[src/rtl/eq_gain_sequencer.sv]
`default_nettype none
// ============================================================================
//  Module      : eq_gain_sequencer
//  Description : Holds per-band target and current EQ gains. On each audio
//                frame it scans all bands, steps each current gain toward its
//                target (ramped +/-1 or jumped) and issues one registered DSP
//                write strobe per changed band.
//  Revision    : 1.0  initial release
// ============================================================================
module eq_gain_sequencer #(
  parameter int NBAND = 7,
  parameter int GW    = 16,
  parameter int GMAX  = 12,
  parameter int GMIN  = -12
) (
  input  logic                 i_clk,
  input  logic                 i_rst,
  input  logic                 i_frame,
  input  logic                 i_req,
  input  logic [2:0]           i_req_band,
  input  logic signed [GW-1:0] i_req_gain,
  input  logic                 i_clear,
  input  logic                 i_ramp_en,
  output logic                 o_ack,
  output logic                 o_wr_en,
  output logic [2:0]           o_wr_band,
  output logic signed [GW-1:0] o_wr_gain,
  output logic                 o_busy
);

  localparam logic [2:0]           LAST_IDX = 3'(NBAND - 1);
  localparam logic signed [GW-1:0] GMAX_V   = GW'(GMAX);
  localparam logic signed [GW-1:0] GMIN_V   = GW'(GMIN);
  localparam logic signed [GW-1:0] ONE_V    = GW'(1);

  typedef enum logic [0:0] {
    IDLE = 1'b0,
    SCAN = 1'b1
  } state_t;

  state_t                state_q, state_d;
  logic [2:0]            idx_q, idx_d;
  logic                  pend_q, pend_d;
  logic signed [GW-1:0]  tgt_q [NBAND];
  logic signed [GW-1:0]  tgt_d [NBAND];
  logic signed [GW-1:0]  cur_q [NBAND];
  logic signed [GW-1:0]  cur_d [NBAND];
  logic                  ack_q, ack_d;
  logic                  wr_en_q, wr_en_d;
  logic [2:0]            wr_band_q, wr_band_d;
  logic signed [GW-1:0]  wr_gain_q, wr_gain_d;
  logic                  busy_q, busy_d;

  logic                  accept;
  logic signed [GW-1:0]  req_gain_clamped;
  logic signed [GW-1:0]  eval_tgt;
  logic signed [GW-1:0]  eval_cur;
  logic signed [GW-1:0]  eval_new;
  logic                  any_diff;

  // Request qualification and target clamping.
  always_comb begin
    accept = i_req && !ack_q && !i_clear;
    if (i_req_gain > GMAX_V) begin
      req_gain_clamped = GMAX_V;
    end else if (i_req_gain < GMIN_V) begin
      req_gain_clamped = GMIN_V;
    end else begin
      req_gain_clamped = i_req_gain;
    end
  end

  // Next-state logic: target updates, scan sequencing and strobe generation.
  always_comb begin
    state_d   = state_q;
    idx_d     = idx_q;
    pend_d    = pend_q;
    tgt_d     = tgt_q;
    cur_d     = cur_q;
    ack_d     = accept;
    wr_en_d   = 1'b0;
    wr_band_d = wr_band_q;
    wr_gain_d = wr_gain_q;

    // Clear wins over a same-cycle request; the request is retried later.
    for (int b = 0; b < NBAND; b++) begin
      if (i_clear) begin
        tgt_d[b] = '0;
      end else if (accept && (i_req_band == 3'(b))) begin
        tgt_d[b] = req_gain_clamped;
      end
    end

    // Evaluation always uses the registered target, so a same-cycle write
    // only takes effect on the following scan.
    eval_tgt = tgt_q[idx_q];
    eval_cur = cur_q[idx_q];
    if (!i_ramp_en) begin
      eval_new = eval_tgt;
    end else if (eval_tgt > eval_cur) begin
      eval_new = eval_cur + ONE_V;
    end else begin
      eval_new = eval_cur - ONE_V;
    end

    any_diff = 1'b0;
    for (int b = 0; b < NBAND; b++) begin
      if (cur_q[b] != tgt_q[b]) begin
        any_diff = 1'b1;
      end
    end
    busy_d = (state_q == SCAN) || any_diff;

    case (state_q)
      IDLE: begin
        if (i_frame) begin
          state_d = SCAN;
          idx_d   = '0;
        end
      end
      SCAN: begin
        if (eval_cur != eval_tgt) begin
          cur_d[idx_q] = eval_new;
          wr_en_d      = 1'b1;
          wr_band_d    = idx_q;
          wr_gain_d    = eval_new;
        end
        if (idx_q == LAST_IDX) begin
          idx_d = '0;
          // A frame arriving on the last band cycle also queues a rescan.
          if (pend_q || i_frame) begin
            pend_d = 1'b0;
          end else begin
            state_d = IDLE;
          end
        end else begin
          idx_d = idx_q + 3'd1;
          if (i_frame) begin
            pend_d = 1'b1;
          end
        end
      end
      default: begin
        state_d = IDLE;
        idx_d   = '0;
      end
    endcase
  end

  // State register with synchronous reset.
  always_ff @(posedge i_clk) begin
    if (i_rst) begin
      state_q   <= IDLE;
      idx_q     <= '0;
      pend_q    <= 1'b0;
      ack_q     <= 1'b0;
      wr_en_q   <= 1'b0;
      wr_band_q <= '0;
      wr_gain_q <= '0;
      busy_q    <= 1'b0;
      for (int b = 0; b < NBAND; b++) begin
        tgt_q[b] <= '0;
        cur_q[b] <= '0;
      end
    end else begin
      state_q   <= state_d;
      idx_q     <= idx_d;
      pend_q    <= pend_d;
      ack_q     <= ack_d;
      wr_en_q   <= wr_en_d;
      wr_band_q <= wr_band_d;
      wr_gain_q <= wr_gain_d;
      busy_q    <= busy_d;
      for (int b = 0; b < NBAND; b++) begin
        tgt_q[b] <= tgt_d[b];
        cur_q[b] <= cur_d[b];
      end
    end
  end

  assign o_ack     = ack_q;
  assign o_wr_en   = wr_en_q;
  assign o_wr_band = wr_band_q;
  assign o_wr_gain = wr_gain_q;
  assign o_busy    = busy_q;

endmodule
`default_nettype wire

[config.mk]
export PLATFORM = sky130hd
export DESIGN_NAME = eq_gain_sequencer
export DESIGN_NICKNAME = d
export VERILOG_FILES = /design/src/rtl/eq_gain_sequencer.sv
export SDC_FILE = /design/constraint.sdc
export NUM_CORES = 1
export LEC_CHECK = 0
export ABC_CLOCK_PERIOD_IN_PS = 7100
export BUFFER_PORTS_ARGS = -buffer_cell sky130_fd_sc_hd__buf_2
export CAP_MARGIN = 40
export CORE_MARGIN = 10
export CORE_UTILIZATION = 39
export DETAILED_ROUTE_END_ITERATION = 8
export PLACE_DENSITY = 0.56
export SYNTH_ARGS = -nofsm -noshare
export SYNTH_HDL_FRONTEND = slang
export SYNTH_SLANG_ARGS = --single-unit
[constraint.sdc]
create_clock -name i_clk -period 7.1 [get_ports i_clk]
set_input_delay 0.71 -clock i_clk [delete_from_list [all_inputs] [get_ports i_clk]]
set_output_delay 0.71 -clock i_clk [all_outputs]
set_load 0.01 [all_outputs]
Word-level counts from Yosys, hierarchy flattened. Index checks and enable logic that the tools add are counted.

Register bits after elaboration: 251. Output and inout bits: 22.

$add $sub $neg: 3. $lt $le $gt $ge: 5. Eq/ne operators: 17. Multiplexer cells: 31. Bitwise logic cells: 2. Reductions and logical operators: 20.

Operators by type and width (number): $mux 16 (9); $ne 16x16->1 (8); $bwmux 112 (1); $bmux 16 s3 (2); $demux 16 s3 (1); $add 16x2->16 const B (1); $gt 16x16->1 (1); $gt 16x5->1 const B (1); $lt 16x5->1 const B (1); $sub 16x2->16 const B (1); $mux 1 (14); $eq 3x3->1 const B (4); $logic_and 1x1->1 (10); $eq 3x2->1 const B (2); $mux 3 (2); $pmux 3 s2 (1); $ge 4x4->1 const B (1); $lt 4x1->1 const B (1); $not 3->4 (1); $reduce_or 2->1 (2); $add 3x1->3 const B (1); $eq 3x1->1 const B (1); $logic_not 3->1 (1); $reduce_and 3->1 (1); 8 further kinds (10).

Depth between registers and ports, before layout.
Depth after elaboration: 9. Depth in mapped cells: 26.

Least setup slack after synthesis. Ideal clock, no wire load.

Path kind: flip-flop to flip-flop. From: register idx_q[0]. To: register cur_q[92] (netlist name). Arrival time: 5920 ps. Slack: 1029 ps. Stages on the path, launching flop included: 25. Path buffers: 5. Clock period less this slack: 6071 ps. Path through: dfxtp_1 -> buf_2 -> buf_4 -> buf_4 -> buf_2 -> buf_1 -> mux4_2 -> nor2_1 -> a21o_1 -> ha_1 -> nor2b_1 -> o211ai_1 -> a2111oi_0 -> or4_1 -> mux2i_2 -> inv_1 -> ha_1 -> nor2b_1 -> o21ai_0 -> a21o_1 -> a211o_1 -> a21oi_1 -> mux2_2 -> a211oi_1 -> a211oi_1.

Longest elaborated chain between the ends: 8. Elaborated cells between the ends (all ways): 20. Classes of those cells: add/sub (2); order compare (3); eq/ne (1); mux (11); bitwise (1); reduce/logical (2).

Ends and longest elaborated chain: start, declared (line 42) `logic [2:0] idx_q, idx_d;`; start signal, assigned (line 167) `idx_q <= idx_d;`; $not 3->4 (not written as such) (*) (line 96, 97, 123); $bmux 16 s3 (on tied branches) (line 97, 96); $mux 16 (on tied branches) (2 in series) (line 97, 96); $sub 16x2->16, or another cell as far along (line 103) `eval_new = eval_cur - ONE_V;`; $mux 16 (line 100) `end else if (eval_tgt > eval_cur) begin`; $mux 16 (line 98) `if (!i_ramp_en) begin`; $bwmux 112 (line 123) `cur_d[idx_q] = eval_new;`; end signal, assigned by index (line 176) `cur_q[b] <= cur_d[b];`; end, declared (line 46) `logic signed [GW-1:0] cur_q [NBAND];`.

Every way passes the cells marked *; elsewhere a longest branch is shown, timed or not. The select of a mux whose other input is x is not followed. A chain may end at the register's enable or synchronous reset.

Final worst setup path.
From: register idx_q[1]. To: register cur_q[94] (netlist name).

The elaborated chain is that of the path after synthesis.

==> flow_metrics.env <==
export IMPL_period_minus_slack_ns=6.24
export IMPL_cts_root_buf="clkbuf_16"
export IMPL_setup_viol=0
export IMPL_r2r_slack_ns=0.86
export IMPL_worst_path_dominant_cell_family="compound AO/OA/AOI/OAI gates"
export IMPL_cp_slowest_cell="mux4_2"
export IMPL_synth_edf_count=0
export IMPL_synthesis_area_sq_mm=0.0133
export IMPL_peakVddDrop_uv=173
export IMPL_final_layout_size_suffix_gt1_frac=0.111
export IMPL_cellPowerDensity_mw_per_mm2=295
export IMPL_worst_pin_slew_ns=0.901
export IMPL_worstPathRequired_ns=7.52
export IMPL_slew_violations=0
export IMPL_fmax_mhz=160
export IMPL_ys_warn_count=0
export IMPL_hold_start="i_frame"
export IMPL_path_cells="buf_4, mux4_2, nor2_1, a21o_1, ha_1, nor2b_1, o211ai_1, a2111oi_0, or4_1, mux2i_2, inv_1, ha_1, nor2b_1, o21ai_0, a21o_1, a211o_1, o31ai_1, xor2_1, a21oi_1, a211oi_1"
export IMPL_synth_cell_types=62
export IMPL_synth_seq_cells=251
export IMPL_avgViaCountPerCell=5.85
export IMPL_cts_tree="done"
export IMPL_grt_overflow_total=0
export IMPL_outcome="finished, final reports clean"
export IMPL_synth_flop_cell="dfxtp_1"
export IMPL_syn_inst=1657
export IMPL_chipHeight_um=205
export IMPL_hold_class="input pin to register"
export IMPL_wl_um=52600
export IMPL_crit_path_end_kind="register"
export IMPL_relSlewSlack=0.399
export IMPL_grt_max_degree=79
export IMPL_dpl_cell_count=2080
export IMPL_core_area_sq_mm=0.0336
export IMPL_whs_ns=0.418
export IMPL_htreeDepth=1
export IMPL_cts_setup_buffers=0
export IMPL_synthesis_nets=1716
export IMPL_cts_resized=0
export IMPL_layout_cells_non_filler=2131
export IMPL_firstDrtPassIters=7
export IMPL_numPortBuffers=46
export IMPL_grt_pass1_vias=11400
export IMPL_diodes=0
export IMPL_place_gp_congestion=1.03
export IMPL_grt_util_all_layers=0.245
export IMPL_insertion_delay_ns=0.56
export IMPL_cap_viol_max_count=0
export IMPL_dieWidth_um=205
export IMPL_n_fill_cell=3332
export IMPL_dieArea_sq_mm=0.0419
export IMPL_clk_pin_slew_ns=0.06
export IMPL_fin_crit_sh=0.878
export IMPL_io_pins=47
export IMPL_drc_errors=0
export IMPL_layout_nets=1721
export IMPL_vias=12500
export IMPL_cp_startpoint="idx_q[1]"
export IMPL_start_util=0.396
export IMPL_utilization=0.445
export IMPL_critPathKind="register to register"
export IMPL_clock_path_buffers=3
export IMPL_setup_tns_ns=0
export IMPL_finalClockSkew_ns=0.0133
export IMPL_avgSynthCellArea_sq_um=8.03
export IMPL_antenna_found_initial=0
export IMPL_wl_per_cell_um=24.7
export IMPL_r2r_start="idx_q[1]"
export IMPL_rsz0062_at_grt="no"
export IMPL_rows=67
export IMPL_grt_pass1_wl_um=77100
export IMPL_cts_sinks=251
export IMPL_dr_first_iter_drc_count=1347
export IMPL_ant_nets=0
export IMPL_ys_seq_area_frac=0.378
export IMPL_start_kind="register"
export IMPL_crit_arrival_ns=6.65
export IMPL_final_hold_viol_count=0
export IMPL_hold_buffers=0
export IMPL_cts_buffers=28
export IMPL_worst_path_max_fanout=32
export IMPL_critical_path_buf_inv_count=2
export IMPL_slowest_delay_ns=0.56
export IMPL_syn_to_final_growth_pct=12.5
export IMPL_dp_hpwl_um=40300
export IMPL_async_reset_ff_frac=0
export IMPL_leakage_uw=0.00546
-- through the flow --
| step | area [sq um] | worst slack [ns] | total power (uW) |
|---|---|---|---|
| final | 15000 | 0.865 | 4410 |
| after global placement | 13900 | 0.804 | 2950 |
| after detailed placement | 14000 | 0.920 | 2950 |
| after global routing | 15000 | 0.418 | 4620 |
| after floorplan | 13300 | 1.03 | 2500 |
| after CTS | 15000 | 0.894 | 4420 |
-- final timing paths --
path                                      to  depth (start not counted)
worst max-delay path               cur_q[94]                         20
worst max register to register     cur_q[94]                         20
worst min register to register  o_wr_gain[0]                          2
worst min-delay path                 state_q                          3
-- layout by cell type, fill, tap and decap left out, types with 5 or more instances in the layout --
cell type / n
clkinv_2: 5
clkbuf_1: 7
nand4_1: 22
inv_1: 85
o221ai_1: 5
clkbuf_16: 29
nor2_1: 179
o2bb2ai_1: 8
and3_1: 6
o21ai_0: 66
dfxtp_1: 248
a211oi_1: 73
nor2b_1: 10
buf_2: 46
mux2_2: 9
xnor2_1: 41
a221oi_1: 9
a21oi_1: 206
and2_1: 6
o22ai_1: 18
mux4_2: 32
nand2_1: 273
xor2_1: 25
ha_1: 33
buf_4: 33
nand3_1: 20
nand2b_1: 5
a21o_1: 23
a22o_1: 10
nor4_1: 16
nor3_1: 15
mux2i_1: 47
-- synth_stat cells, types with 6 or more instances --
master / n / area share
mux2_2: 9 / 0.0076
nand4_1: 22 / 0.010
inv_1: 85 / 0.024
dfxtp_1: 251 / 0.38
a21oi_1: 206 / 0.077
o2bb2ai_1: 8 / 0.0053
nor3_1: 19 / 0.0071
ha_1: 33 / 0.031
buf_2: 6 / 0.0023
a22o_1: 10 / 0.0066
o22ai_1: 18 / 0.0085
o21ai_0: 66 / 0.025
a221oi_1: 9 / 0.0059
nor2b_1: 12 / 0.0056
and3_1: 6 / 0.0028
xor2_1: 25 / 0.016
nor4_1: 17 / 0.0080
nand2_1: 273 / 0.077
clkbuf_1: 82 / 0.023
nand3_1: 20 / 0.0075
a21o_1: 23 / 0.013
mux4_2: 32 / 0.054
xnor2_1: 41 / 0.027
and2_1: 6 / 0.0028
a211oi_1: 73 / 0.041
nor2_1: 180 / 0.051
mux2i_1: 47 / 0.035
buf_1: 15 / 0.0042
-- logic make-up (layout without fill, tap and decap cells) --
family | Yosys count | after routing | synth area share
mux | 91 | 91 | 0.102
flops | 251 | 251 | 0.378
xor+xnor | 67 | 67 | 0.0451
fa+ha+maj | 34 | 34 | 0.0325
simple gates | 573 | 573 | 0.182
buf+inv | 193 | 219 | 0.0561
compound gates | 448 | 448 | 0.205
-- flip-flops by register name, indices dropped and copies added (netlist names) --
name and flops:
o_busy 1, state_q 1, pend_q 1, cur_q 112, idx_q 3, o_wr_gain 16, o_ack 1, o_wr_band 3
o_wr_en 1, tgt_q 112
-- worst reg2reg max path, delay by kind of cell (launching register included) --
family	cells	cell delay [ns]
XOR/XNOR	1	0.14
adder cells (fa/ha/maj)	2	0.77
multiplexers	2	0.89
buffers and inverters	2	0.81
flip-flops	1	0.46
AO/OA/AOI/OAI	9	2.12
AND/OR/NAND/NOR	4	0.93
-- layer usage --
layer  wire length (um)  GRT usage  up-vias
li1                   -          -     5810
met1              24000      0.348     6058
met2              23000      0.376      524
met3               3990     0.0325       78
met4               1640     0.0812        0
met5                  0          0        -
-- power by group --
group	internal [uW]	total (uW)	leakage [uW]	switching [uW]
registers	1460	1520	0.00203	57.3
clock network	864	1470	0.000455	606
logic	513	1430	0.00298	913
-- layout make-up --
cell class	count	area [sq um]	area share
inverters	86	323	0.0216
flip-flops and latches	251	5030	0.336
repair buffers	82	553	0.0369
multi-input cells	1213	7570	0.506
well taps	448	561	0.0374
clock inverters	11	119	0.00794
clock buffers	40	807	0.0539
Note: power is estimated with default switching activity, not from simulation.
